===== config.mk =====
export PLATFORM = sky130hd
export DESIGN_NAME = decode_sched
export DESIGN_NICKNAME = d
export VERILOG_FILES = /design/src/rtl/decode_sched_pkg.sv /design/src/rtl/decode_sched_rr_arbiter.sv /design/src/rtl/decode_sched.sv
export SDC_FILE = /design/constraint.sdc
export NUM_CORES = 1
export LEC_CHECK = 0
export CORE_MARGIN = 5
export CORE_UTILIZATION = 35
export CTS_CLUSTER_DIAMETER = 50
export DETAILED_ROUTE_END_ITERATION = 8
export GPL_TIMING_DRIVEN = 0
export SYNTH_ARGS = -nofsm -noshare
export SYNTH_HDL_FRONTEND = slang
export SYNTH_SLANG_ARGS = --single-unit

===== constraint.sdc =====
create_clock -name clk -period 3.9 [get_ports clk]
set_input_delay 0.39 -clock clk [delete_from_list [all_inputs] [get_ports clk]]
set_output_delay 0.39 -clock clk [all_outputs]
set_load 0.1 [all_outputs]

===== src/rtl/decode_sched_pkg.sv =====
// -----------------------------------------------------------------------------
// decode_sched_pkg
//   Shared definitions for the LZS decode-engine scheduler: FSM state
//   encodings (3-bit, legacy values kept), engine flush length, counter
//   widths and a saturating increment helper.
// -----------------------------------------------------------------------------
package decode_sched_pkg;

  typedef enum logic [2:0] {
    S_IDLE = 3'd0,
    S_ARB  = 3'd1,
    S_CLR  = 3'd2,
    S_RUN  = 3'd3,
    S_FIN  = 3'd4
  } state_e;

  localparam int unsigned CLR_CYCLES = 2;   // engine flush cycles
  localparam int unsigned CLR_W      = 1;   // width of flush-cycle counter
  localparam int unsigned WORD_CNT_W = 16;
  localparam int unsigned WDOG_W     = 12;

  function automatic logic [WORD_CNT_W-1:0] sat_inc(input logic [WORD_CNT_W-1:0] v);
    return (v == '1) ? v : v + 1'b1;
  endfunction

endpackage


===== src/rtl/decode_sched_rr_arbiter.sv =====
// -----------------------------------------------------------------------------
// rr_arbiter
//   Combinational round-robin pick: first requester at or after ptr_i,
//   wrapping modulo NCH.
// Ports:
//   req_i  [NCH-1:0]  request vector
//   ptr_i  [CW-1:0]   search start index
//   idx_o  [CW-1:0]   chosen index (0 when none)
//   any_o             at least one request present
// -----------------------------------------------------------------------------
module rr_arbiter #(
  parameter int unsigned NCH = 4,
  parameter int unsigned CW  = 2
) (
  input  logic [NCH-1:0] req_i,
  input  logic [CW-1:0]  ptr_i,
  output logic [CW-1:0]  idx_o,
  output logic           any_o
);

  always_comb begin : p_pick
    int unsigned s;
    logic [CW-1:0] k;
    idx_o = '0;
    any_o = 1'b0;
    s     = 0;
    k     = '0;
    for (int unsigned i = 0; i < NCH; i++) begin
      s = 32'(ptr_i) + i;
      if (s >= NCH) s = s - NCH;
      k = CW'(s);
      if (!any_o && req_i[k]) begin
        any_o = 1'b1;
        idx_o = k;
      end
    end
  end

endmodule


===== src/rtl/decode_sched.sv =====
// -----------------------------------------------------------------------------
// decode_sched
//   Shares one LZS decode engine among NCH source channels. Round-robin
//   selects a requesting channel, flushes the engine for two cycles, muxes
//   that channel's source FIFO to the engine, counts emitted words and acks
//   the channel when the engine signals end-of-stream.
//   Optional watchdog: define DECODE_SCHED_WDOG_EN to abort a job whose
//   engine is silent for WDOG cycles (ch_err pulse instead of ch_ack).
// Ports:
//   clk, rstn                 clock, async active-low reset
//   ch_req/ch_src_empty [NCH] per-channel job request / source FIFO empty
//   ch_src_getn [NCH]         per-channel FIFO read strobe (active-low)
//   ch_ack/ch_err [NCH]       job-complete / watchdog-abort pulses
//   eng_rst, eng_ce           engine sync reset and clock enable
//   eng_src_empty/getn        muxed FIFO empty to / read strobe from engine
//   eng_valid, eng_done       engine word valid / end-of-stream
//   fo_full                   output FIFO full (engine stalls on it)
//   grant_idx [CW]            channel owning the engine
//   busy, word_cnt [16]       not idle / words emitted by current job
// -----------------------------------------------------------------------------
module decode_sched
  import decode_sched_pkg::*;
#(
  parameter int unsigned NCH  = 4,
  parameter int unsigned CW   = 2,
  parameter int unsigned WDOG = 4095
) (
  input  logic                  clk,
  input  logic                  rstn,
  input  logic [NCH-1:0]        ch_req,
  input  logic [NCH-1:0]        ch_src_empty,
  output logic [NCH-1:0]        ch_src_getn,
  output logic [NCH-1:0]        ch_ack,
  output logic [NCH-1:0]        ch_err,
  output logic                  eng_rst,
  output logic                  eng_ce,
  output logic                  eng_src_empty,
  input  logic                  eng_src_getn,
  input  logic                  eng_valid,
  input  logic                  eng_done,
  input  logic                  fo_full,
  output logic [CW-1:0]         grant_idx,
  output logic                  busy,
  output logic [WORD_CNT_W-1:0] word_cnt
);

  state_e                state_q, state_d;
  logic [CW-1:0]         grant_q, grant_d;
  logic [CW-1:0]         ptr_q, ptr_d;
  logic [CLR_W-1:0]      clr_q, clr_d;
  logic [WORD_CNT_W-1:0] cnt_q, cnt_d;
  logic                  abort_q, abort_d;
  logic                  wd_hit;

  logic [CW-1:0]         arb_idx;
  logic                  arb_any;

  rr_arbiter #(
    .NCH (NCH),
    .CW  (CW)
  ) u_arb (
    .req_i (ch_req),
    .ptr_i (ptr_q),
    .idx_o (arb_idx),
    .any_o (arb_any)
  );

  always_comb begin
    state_d = state_q;
    grant_d = grant_q;
    ptr_d   = ptr_q;
    clr_d   = clr_q;
    cnt_d   = cnt_q;
    abort_d = abort_q;
    case (state_q)
      S_IDLE: if (|ch_req) state_d = S_ARB;
      S_ARB: begin
        // A request withdrawn between IDLE and ARB leaves nothing to grant.
        if (arb_any) begin
          grant_d = arb_idx;
          ptr_d   = (32'(arb_idx) == NCH - 1) ? '0 : arb_idx + 1'b1;
          clr_d   = '0;
          abort_d = 1'b0;
          state_d = S_CLR;
        end else begin
          state_d = S_IDLE;
        end
      end
      S_CLR: begin
        cnt_d = '0;
        if (clr_q == CLR_W'(CLR_CYCLES - 1)) state_d = S_RUN;
        else                                 clr_d   = clr_q + 1'b1;
      end
      S_RUN: begin
        if (eng_valid) cnt_d = sat_inc(cnt_q);
        if (eng_done) begin
          state_d = S_FIN;
        end else if (wd_hit) begin
          abort_d = 1'b1;
          state_d = S_FIN;
        end
      end
      S_FIN:   state_d = S_IDLE;
      default: state_d = S_IDLE;
    endcase
  end

  always_ff @(posedge clk or negedge rstn) begin
    if (!rstn) begin
      state_q <= S_IDLE;
      grant_q <= '0;
      ptr_q   <= '0;
      clr_q   <= '0;
      cnt_q   <= '0;
      abort_q <= 1'b0;
    end else begin
      state_q <= state_d;
      grant_q <= grant_d;
      ptr_q   <= ptr_d;
      clr_q   <= clr_d;
      cnt_q   <= cnt_d;
      abort_q <= abort_d;
    end
  end

  always_comb begin
    eng_rst       = 1'b1;
    eng_ce        = 1'b0;
    eng_src_empty = 1'b1;
    ch_src_getn   = '1;
    ch_ack        = '0;
    case (state_q)
      S_CLR: eng_ce = 1'b1;
      S_RUN: begin
        eng_rst              = 1'b0;
        eng_ce               = 1'b1;
        eng_src_empty        = ch_src_empty[grant_q];
        ch_src_getn[grant_q] = eng_src_getn;
      end
      S_FIN: if (!abort_q) ch_ack[grant_q] = 1'b1;
      default: ;
    endcase
  end

`ifdef DECODE_SCHED_WDOG_EN
  logic [WDOG_W-1:0] wd_q, wd_d;

  // Counts only cycles where the engine could progress but does nothing;
  // output back-pressure freezes the count.
  always_comb begin
    wd_d   = wd_q;
    wd_hit = 1'b0;
    if (state_q != S_RUN) begin
      wd_d = '0;
    end else if (eng_valid || !eng_src_getn) begin
      wd_d = '0;
    end else if (!fo_full) begin
      if (wd_q == WDOG_W'(WDOG - 1)) wd_hit = 1'b1;
      wd_d = wd_q + 1'b1;
    end
  end

  always_ff @(posedge clk or negedge rstn) begin
    if (!rstn) wd_q <= '0;
    else       wd_q <= wd_d;
  end

  always_comb begin
    ch_err = '0;
    if (state_q == S_FIN && abort_q) ch_err[grant_q] = 1'b1;
  end
`else
  logic              unused_fo_full;
  logic [WDOG_W-1:0] unused_wdog;
  assign wd_hit         = 1'b0;
  assign ch_err         = '0;
  assign unused_fo_full = fo_full;
  assign unused_wdog    = WDOG_W'(WDOG);
`endif

  assign grant_idx = grant_q;
  assign busy      = (state_q != S_IDLE);
  assign word_cnt  = cnt_q;

endmodule


==> metrics.txt, run 1 <==
drt wl/cell about 13 um; Core Box Area ~4300 sq um; syn_area_per_cell 8.81 sq um; Int Pwr roughly 600 uW; ANT nets after route 0; initial DRC count 55; clk sinks 24; post-synth top area share 0.387; CP max FO 10; Setup WS post-layout approximately 0.76 ns; number of synthesized flops with an enable pin 0; Area growth, synth to finish 35.6%; Worst Max-Slew Pin Slew approximately 1.1 ns; Pleak ~0.8 nW; CP Data Required Time about 3.5 ns; vias in the first global route 1445; total power density per cell area ~640 nW/um^2; Placed Cells ~270; gr ovfl total 0; final WL about 3.6 mm; Reg clk slew, reported paths around 0.090 ns; total power 1.35 mW; Via Count between 1000 and 1500; power share of the sequential group 0.260; Synth Register Bits 24; antenna diode count 0; type of the most critical hold path register to register; Max transition margin 0.296; fin crit share 0.806; Tmin final about 3.1 ns; Max-Cap Viols 0; maximum vdd drop 0.620 mV; H-tree lvl count 1; Max Root-Sink Buffers 2; ys flop type dfrtp_1; placer congestion estimate around 0.9; cell taking the most area after synthesis dfrtp_1; FP Rows 24; fraction of layout cells with a size suffix above 1 0.102; FILL cells between 400 and 500; skew final 0.00233 ns; Final setup viols 0; TritonRoute pass-1 iters 4; die area ~5900 sq um; Reg2Reg Setup Slack roughly 2.0 ns; DIE HEIGHT 76.6 um; dpl cell area 2050 sq um; Hold Slack slightly below 0.5 ns; Comb pwr share 0.613; crit start category register; CTS tree yes; Worst setup EP type primary output; FFs w/ async S/R, synth 1.00; status completed; initial antenna violation count 0; Global Route Usage Sum 0.130; setup TNS 0 ns; Syn Std Cell Area around 1600 sq um; post-CTS setup buffer count 0; Setup CP Type register to primary output; fin. max-slew vios 0; via/cell ratio 5.01; design area about 2100 sq um; RSZ-0062 raised after global routing no; post-route core utilization 0.486; cts hold-fix bufs 0; I/O pin total between 40 and 50; final hold vios 0; HPWL after DPL between 2 and 3 mm; number of buffers created by CTS 3; dpl ws 1.02 ns; Cells after Synth around 180; crit path DAT 2.75 ns; Remaining DRCs 0; CTS resizes 0; port bufs 42; first-pass GRT wire length between 6 and 7 mm; Starting Density 0.359; clk_lat worst skew roughly 0.27 ns; Max Freq around 0.32 GHz; nets between 200 and 250; Ys Warns 0; part of the Yosys area used for sequential elements 0.387; Cell variety after synth 46; Area contributors post-synth dfrtp_1 39%, xnor2_1 6.2%, nand2_1 5.6%; pin count of the biggest net entering global routing 25; P_sw 736 uW; Die X between 70 and 80 um; Clk pwr share 0.127; root buf cell clkbuf_8; post-route insts no fill between 200 and 300; switch share 0.543
layout make-up:
cell class	count	area, sq um	share of cell area
Inverter	5	18.8	0.00893
Clock buffer	4	55.1	0.0262
Timing Repair Buffer	42	420	0.200
Multi-Input combinational cell	137	866	0.412
Sequential cell	24	601	0.286
Buffer	13	76.3	0.0363
Tap cell	52	65.1	0.0310
Yosys cell counts, types with 2 or more instances:
cell and count:
dfrtp_1 24, nand2_1 23, nor2_1 17, a21oi_1 11, xnor2_1 11, and3_1 6, nand3_1 6, nor3_1 6
o21ai_0 6, buf_4 5, clkbuf_1 5, inv_1 5, nand4_1 5, a211oi_2 3, nand3b_1 3, nor2b_1 3
nor3b_1 3, a2111oi_2 2, a211oi_1 2, and2_1 2, nand2b_1 2, or3_1 2
final timing paths:
path	start	cells after the start	to
worst min register to register	clr_q	1	clr_q
worst min-delay path	clr_q	1	clr_q
min in group asynchronous	rstn	1	word_cnt[7]
max in group asynchronous	rstn	1	state_q[0]
worst max-delay path	grant_idx[0]	4	eng_src_empty
worst max register to register	word_cnt[0]	7	word_cnt[15]
routing by layer:
metal  share of wire  global-route usage
met1            0.44               0.154
met2            0.49               0.232
met3           0.063              0.0378
met4          0.0066              0.0262
met5               0                   0
cells by family after synthesis:
| family | count (synthesis) | synth area share |
|---|---|---|
| other cells | 1 | 0.00242 |
| mux | 3 | 0.0282 |
| xor+xnor | 12 | 0.0678 |
| compound gates | 30 | 0.138 |
| buf+inv | 18 | 0.0613 |
| flops | 24 | 0.387 |
| fa+ha+maj | 2 | 0.0145 |
| simple gates | 86 | 0.300 |
flip-flops by register name (all words and copies together), names as in the netlist, named ones only:
| signal | flops |
|---|---|
| word_cnt | 16 |
| state_q | 3 |
| grant_idx | 2 |
| clr_q | 1 |
| ptr_q | 1 |
power groups by stage:
| stage | sequential [mW] | combinational [mW] | clock [mW] |
|---|---|---|---|
| global route | 0.362 | 0.891 | 0.188 |
| global placement | 0.356 | 0.835 | 0 |
| CTS | 0.353 | 0.839 | 0.177 |
| floorplan | 0.501 | 0.504 | 0 |
| detailed placement | 0.358 | 0.837 | 0 |
| finish | 0.352 | 0.830 | 0.172 |
cell usage in the layout, fill, tap and decap left out, drive strengths merged, types with 3 or more instances in the layout:
| cell type | Yosys | final |
|---|---|---|
| a211oi | 5 | 5 |
| a21oi | 11 | 11 |
| and3 | 6 | 6 |
| buf | 8 | 8 |
| clkbuf | 5 | 9 |
| clkdlybuf4s50 | 0 | 42 |
| conb | 1 | 4 |
| dfrtp | 24 | 24 |
| inv | 5 | 5 |
| nand2 | 24 | 24 |
| nand3 | 7 | 7 |
| nand3b | 3 | 3 |
| nand4 | 5 | 5 |
| nor2 | 17 | 17 |
| nor2b | 3 | 3 |
| nor3 | 6 | 6 |
| nor3b | 4 | 4 |
| o21ai | 6 | 6 |
| xnor2 | 11 | 11 |
worst max-delay path: stages, from the launching register on:
cell and delay, ns:
dfrtp_1 0.36, clkbuf_1 0.34, mux4_2 0.54, or2_2 0.28
clkdlybuf4s50_1 0.97
No activity file was read; power rests on OpenSTA's default activity.
==> run 2: changes to the inputs <==
Settings changed: PLACE_DENSITY set to 0.65.
Clock period 3.9 ns to 2.7 ns, I/O delays scaled along.
==> metrics.txt, run 2 (synthesis results as in run 1) <==
status completed (unchanged); Worst Hold Path EP clr_q (unchanged); number of buffers created by CTS 3 (unchanged); I/O pin total 48 (unchanged); delay-heaviest family, CP buffers and inverters (unchanged); ANT nets after route 0 (unchanged); most frequent cells in the layout 33 x clkdlybuf4s50_1, 24 x dfrtp_1, 22 x nand2_1 (was 42 x clkdlybuf4s50_1, 24 x dfrtp_1, 23 x nand2_1); type of the most critical hold path register to register (unchanged); placer congestion estimate 0.811 (was 0.897); Via Count 1421 (was 1388); Core Box Area 4320 sq um (unchanged); fin. max-slew vios 0 (unchanged); Global Route Usage Sum 0.117 (was 0.130); Reg clk slew, reported paths 0.08 ns (was 0.09 ns); final hold vios 0 (unchanged); Worst setup EP type primary output (unchanged); gr ovfl total 0 (unchanged); multi-input logic area 892 sq um (was 866 sq um); crit start category register (unchanged); initial antenna violation count 0 (unchanged); HPWL after DPL 2.69 mm (was 2.75 mm); fraction of layout cells with a size suffix above 1 0.130 (was 0.102); Area growth, synth to finish 35.2% (was 35.6%); CTS tree yes (unchanged); Max-Cap Viols 0 (unchanged); post-route insts no fill 275 (was 277); CP max-delay cell clkdlybuf4s50_1 (unchanged); FP Rows 24 (unchanged); port bufs 42 (unchanged); Max transition margin 0.274 (was 0.296); RSZ-0062 raised after global routing no (unchanged); crit path DAT 2.30 ns (was 2.75 ns); via/cell ratio 5.17 (was 5.01); Final setup viols 0 (unchanged); setup TNS 0 ns (unchanged); crit-path cells clkbuf_1 > or3_1 > clkdlybuf4s50_1 (was clkbuf_1 > mux4_2 > or2_2 > clkdlybuf4s50_1); FILL cells 432 (was 429); most common cell after layout, fill and taps aside clkdlybuf4s50_1 (unchanged); Placed Cells 273 (unchanged); skew final 0.00253 ns (was 0.00233 ns); maximum vdd drop 0.414 mV (was 0.620 mV); Reg2Reg Setup Slack 0.78 ns (was 2.00 ns); total power density per cell area 911 nW/um^2 (was 644 nW/um^2); cts hold-fix bufs 0 (unchanged); first-pass GRT wire length 5.87 mm (was 6.46 mm); Setup CP Type register to primary output (unchanged); Starting Density 0.359 (unchanged); Pleak 0.828 nW (was 0.822 nW); Reg2Reg Launch Point word_cnt[0] (unchanged); TritonRoute pass-1 iters 4 (unchanged); Die X 76.6 um (unchanged); pin count of the biggest net entering global routing 25 (unchanged); CP Data Required Time 2.43 ns (was 3.51 ns); Max Freq about 0.39 GHz; min-delay src clr_q (unchanged); die area 5860 sq um (unchanged); post-CTS setup buffer count 0 (unchanged); drt wl/cell 12.6 um (was 13.0 um); buffers and inverters on the worst path 2 (unchanged); WHS Path Cells 1 (unchanged); Max Root-Sink Buffers 2 (unchanged); nets 240 (was 241); Tmin final between 2 and 3 ns; R2R depth 7 (unchanged); Crit Reg-Reg Endpoint word_cnt[15] (unchanged); clk_lat worst skew 0.26 ns (was 0.27 ns); clk sinks 24 (unchanged); fin crit share 0.952; DIE HEIGHT 76.6 um (unchanged); H-tree lvl count 1 (unchanged); CP max FO 10 (unchanged); max reg flops 16 (unchanged); Reg area 601 sq um (unchanged); antenna diode count 0 (unchanged); largest stage delay on the critical path 1.13 ns (was 0.97 ns); initial DRC count 68 (was 55); final WL 3.48 mm (was 3.61 mm); root buf cell clkbuf_8 (unchanged); Worst Max-Slew Pin Slew 1.09 ns (was 1.05 ns); Remaining DRCs 0 (unchanged); vias in the first global route 1259 (was 1445)
==> run 2: worst register-to-register path, stage by stage (launching register included) <==
cell	delay [ns]
dfrtp_1	0.43
ha_1	0.23
and2_1	0.20
and2_1	0.14
buf_2	0.19
a2111oi_2	0.41
xnor2_1	0.16
nor2_1	0.05
==> run 2: how the worst max path moves through the flow <==
stage / cells past startpoint / start / to
6_report: 3 / state_q[0] / busy
3_5_place_dp: 4 / grant_idx[0] / eng_src_empty
3_3_place_gp: 4 / grant_idx[0] / eng_src_empty
5_1_grt: 3 / state_q[0] / busy
2_1_floorplan: 2 / grant_idx[0] / ch_ack[1]
4_1_cts: 4 / grant_idx[0] / eng_src_empty
==> run 2: metrics by stage <==
| step | setup WS (ns) | util | total power, mW | cell area [sq um] | hold slack, ns |
|---|---|---|---|---|---|
| floorplan | -0.170 | - | 1.47 | 1590 | -0.0256 |
| global placement | -0.113 | 0.479 | 1.73 | 2070 | 0.464 |
| detailed placement | -0.111 | 0.479 | 1.74 | 2070 | 0.470 |
| CTS | -0.0231 | 0.487 | 1.94 | 2100 | 0.489 |
| global route | 0.00209 | 0.485 | 2.03 | 2100 | 0.518 |
| finish | 0.131 | 0.485 | 1.91 | 2100 | 0.488 |
==> run 2: layout make-up <==
| cell class | count | area share |
|---|---|---|
| Inverter | 5 | 0.00896 |
| Tap cell | 52 | 0.0310 |
| Multi-Input combinational cell | 137 | 0.426 |
| Buffer | 12 | 0.0346 |
| Clock buffer | 3 | 0.0197 |
| Timing Repair Buffer | 42 | 0.193 |
| Sequential cell | 24 | 0.287 |
==> run 2: what timing repair did <==
item	CTS	global route
cloned	0	0
pin swaps	0	0
gates resized for setup	8	5
setup endpoints to repair	8	4
endpoints found under the hold margin	0	0
==> run 2: per-layer routing <==
layer	up-vias	wire (um)	GRT usage	share of wire
met4	0	44	0.0367	0.013
met1	681	1520	0.154	0.44
met2	33	1730	0.196	0.50
li1	702	-	-	-
met5	-	0	0	0
met3	5	183	0.0189	0.053
==> run 2: power breakdown <==
group / leakage (nW) / internal (mW) / switching [mW]
registers: 0.319 / 0.433 / 0.0992
clock network: 0.0216 / 0.0996 / 0.105
logic: 0.488 / 0.324 / 0.848
total: 0.828 / 0.857 / 1.05
==> run 3: changes to the inputs <==
Settings changed: CTS_CLUSTER_SIZE set to 20, SETUP_SLACK_MARGIN set to 0.5.
==> metrics.txt, run 3 (synthesis results as in run 1) <==
status completed (unchanged); CP max-delay cell clkdlybuf4s50_1 (unchanged); multi-input logic area 936 sq um (was 892 sq um); Max transition margin 0.252 (was 0.274); design area 2170 sq um (was 2100 sq um); Die X 76.6 um (unchanged); Worst setup EP type primary output (unchanged); FILL cells 434 (was 432); final hold vios 0 (unchanged); vias in the first global route 1259 (unchanged); CP max FO 5 (was 10); buffers and inverters on the worst path 1 (was 2); Worst Max-Slew Pin Slew 1.12 ns (was 1.09 ns); crit start category register (unchanged); TritonRoute pass-1 iters 4 (unchanged); Via Count 1409 (was 1421); initial antenna violation count 0 (unchanged); most common cell after layout, fill and taps aside clkdlybuf4s50_1 (unchanged); Setup WS post-layout 0.552 ns (was 0.131 ns); CTS tree yes (unchanged); Pleak 0.833 nW (was 0.828 nW); Area growth, synth to finish 40.2% (was 35.2%); Reg2Reg Setup Slack 0.79 ns (was 0.78 ns); I/O pin total 48 (unchanged); type of the most critical hold path register to register (unchanged); most frequent cells in the layout 30 x clkdlybuf4s50_1, 21 x nand2_1, 15 x nor2_1 (was 33 x clkdlybuf4s50_1, 24 x dfrtp_1, 22 x nand2_1); Max-Cap Viols 0 (unchanged); dpl cell area 2150 sq um (was 2070 sq um); clk sinks 24 (unchanged); first-pass GRT wire length 6.01 mm (was 5.87 mm); H-tree lvl count 1 (unchanged); drt wl/cell 13.0 um (was 12.6 um); antenna diode count 0 (unchanged); CTS resizes 53 (was 8); Starting Density 0.359 (unchanged); post-CTS setup buffer count 0 (unchanged); ANT nets after route 0 (unchanged); total power density per cell area 938 nW/um^2 (was 911 nW/um^2); Max Freq 0.466 GHz (was 0.389 GHz); maximum vdd drop 0.343 mV (was 0.414 mV); via/cell ratio 5.09 (was 5.17); Reg clk slew, reported paths 0.08 ns (about the same); Tmin final 2.15 ns (was 2.57 ns); port bufs 42 (unchanged); largest stage delay on the critical path 1.17 ns (was 1.13 ns); pin count of the biggest net entering global routing 25 (unchanged); Setup CP Type register to primary output (unchanged); fin. max-slew vios 0 (unchanged); DIE HEIGHT 76.6 um (unchanged); Global Route Usage Sum 0.122 (was 0.117); skew final 0.00819 ns (was 0.00253 ns); nets 241 (was 240); cts hold-fix bufs 0 (unchanged); fraction of layout cells with a size suffix above 1 0.258 (was 0.130); HPWL after DPL 2.70 mm (was 2.69 mm); initial DRC count 82 (was 68); crit-path cells clkdlybuf4s50_1 (was clkbuf_1 > or3_1 > clkdlybuf4s50_1); Core Box Area 4320 sq um (unchanged); delay-heaviest family, CP buffers and inverters (unchanged); max reg flops 16 (unchanged); gr ovfl total 0 (unchanged); Max Root-Sink Buffers 2 (unchanged); final WL 3.61 mm (was 3.48 mm); die area 5860 sq um (unchanged); Reg area 618 sq um (was 601 sq um); RSZ-0062 raised after global routing yes (was no); root buf cell clkbuf_8 (unchanged); CP Data Required Time 2.43 ns (about the same); clk_lat worst skew 0.27 ns (was 0.26 ns); fin crit share 0.796 (was 0.952); Remaining DRCs 0 (unchanged); dpl ws -0.0743 ns (was -0.111 ns); placer congestion estimate 0.827 (was 0.811); number of buffers created by CTS 3 (unchanged); Final setup viols 0 (unchanged); FP Rows 24 (unchanged); crit path DAT 1.88 ns (was 2.30 ns)
[run 3: cell types whose count changed in the layout (fill, tap and decap cells not counted), moves of 3 or more]
cell | before | now
dfrtp_2 | 0 | 11
dlygate4sd2_1 | 6 | 0
buf_4 | 5 | 9
clkdlybuf4s15_2 | 0 | 3
dfrtp_1 | 24 | 12
clkdlybuf4s50_1 | 33 | 30
buf_2 | 1 | 6
[run 3: power by group]
| part | internal, mW | switching [mW] | leakage (nW) |
|---|---|---|---|
| Clock | 0.106 | 0.121 | 0.0228 |
| Combinational | 0.371 | 0.923 | 0.509 |
| Sequential | 0.442 | 0.0759 | 0.301 |
| Total | 0.919 | 1.12 | 0.833 |
[run 3: cell type report]
type | count | area share
plain buffers | 13 | 0.0438
inverters | 5 | 0.00864
clock buffers | 4 | 0.0207
flip-flops and latches | 24 | 0.284
multi-input cells | 137 | 0.431
well taps | 52 | 0.0299
repair buffers | 42 | 0.182
[run 3: routing by layer]
layer  vias up  track usage  part of all wire
met2        35        0.193              0.47
met4         0       0.0524             0.019
met5         -            0                 0
li1        710            -                 -
met1       659        0.164              0.47
met3         5       0.0189             0.040
[run 3: final timing paths]
path	startpoint	endpoint	cells past startpoint
worst max-delay path	word_cnt[3]	word_cnt[3]	1
max in group asynchronous	rstn	grant_idx[0]	1
worst min-delay path	clr_q	clr_q	1
worst max register to register	word_cnt[0]	word_cnt[13]	7
min in group asynchronous	rstn	word_cnt[8]	1
worst min register to register	clr_q	clr_q	1
[run 3: through the flow]
stage	setup TNS [ns]	util	hold slack (ns)	power (mW)	cells
after floorplan	0	-	-0.0256	1.56	179
after global placement	-0.0907	0.497	0.465	1.82	273
after detailed placement	-0.139	0.497	0.476	1.83	273
after CTS	0	0.507	0.496	2.05	277
after global routing	0	0.503	0.526	2.16	277
final	0	0.503	0.500	2.04	277
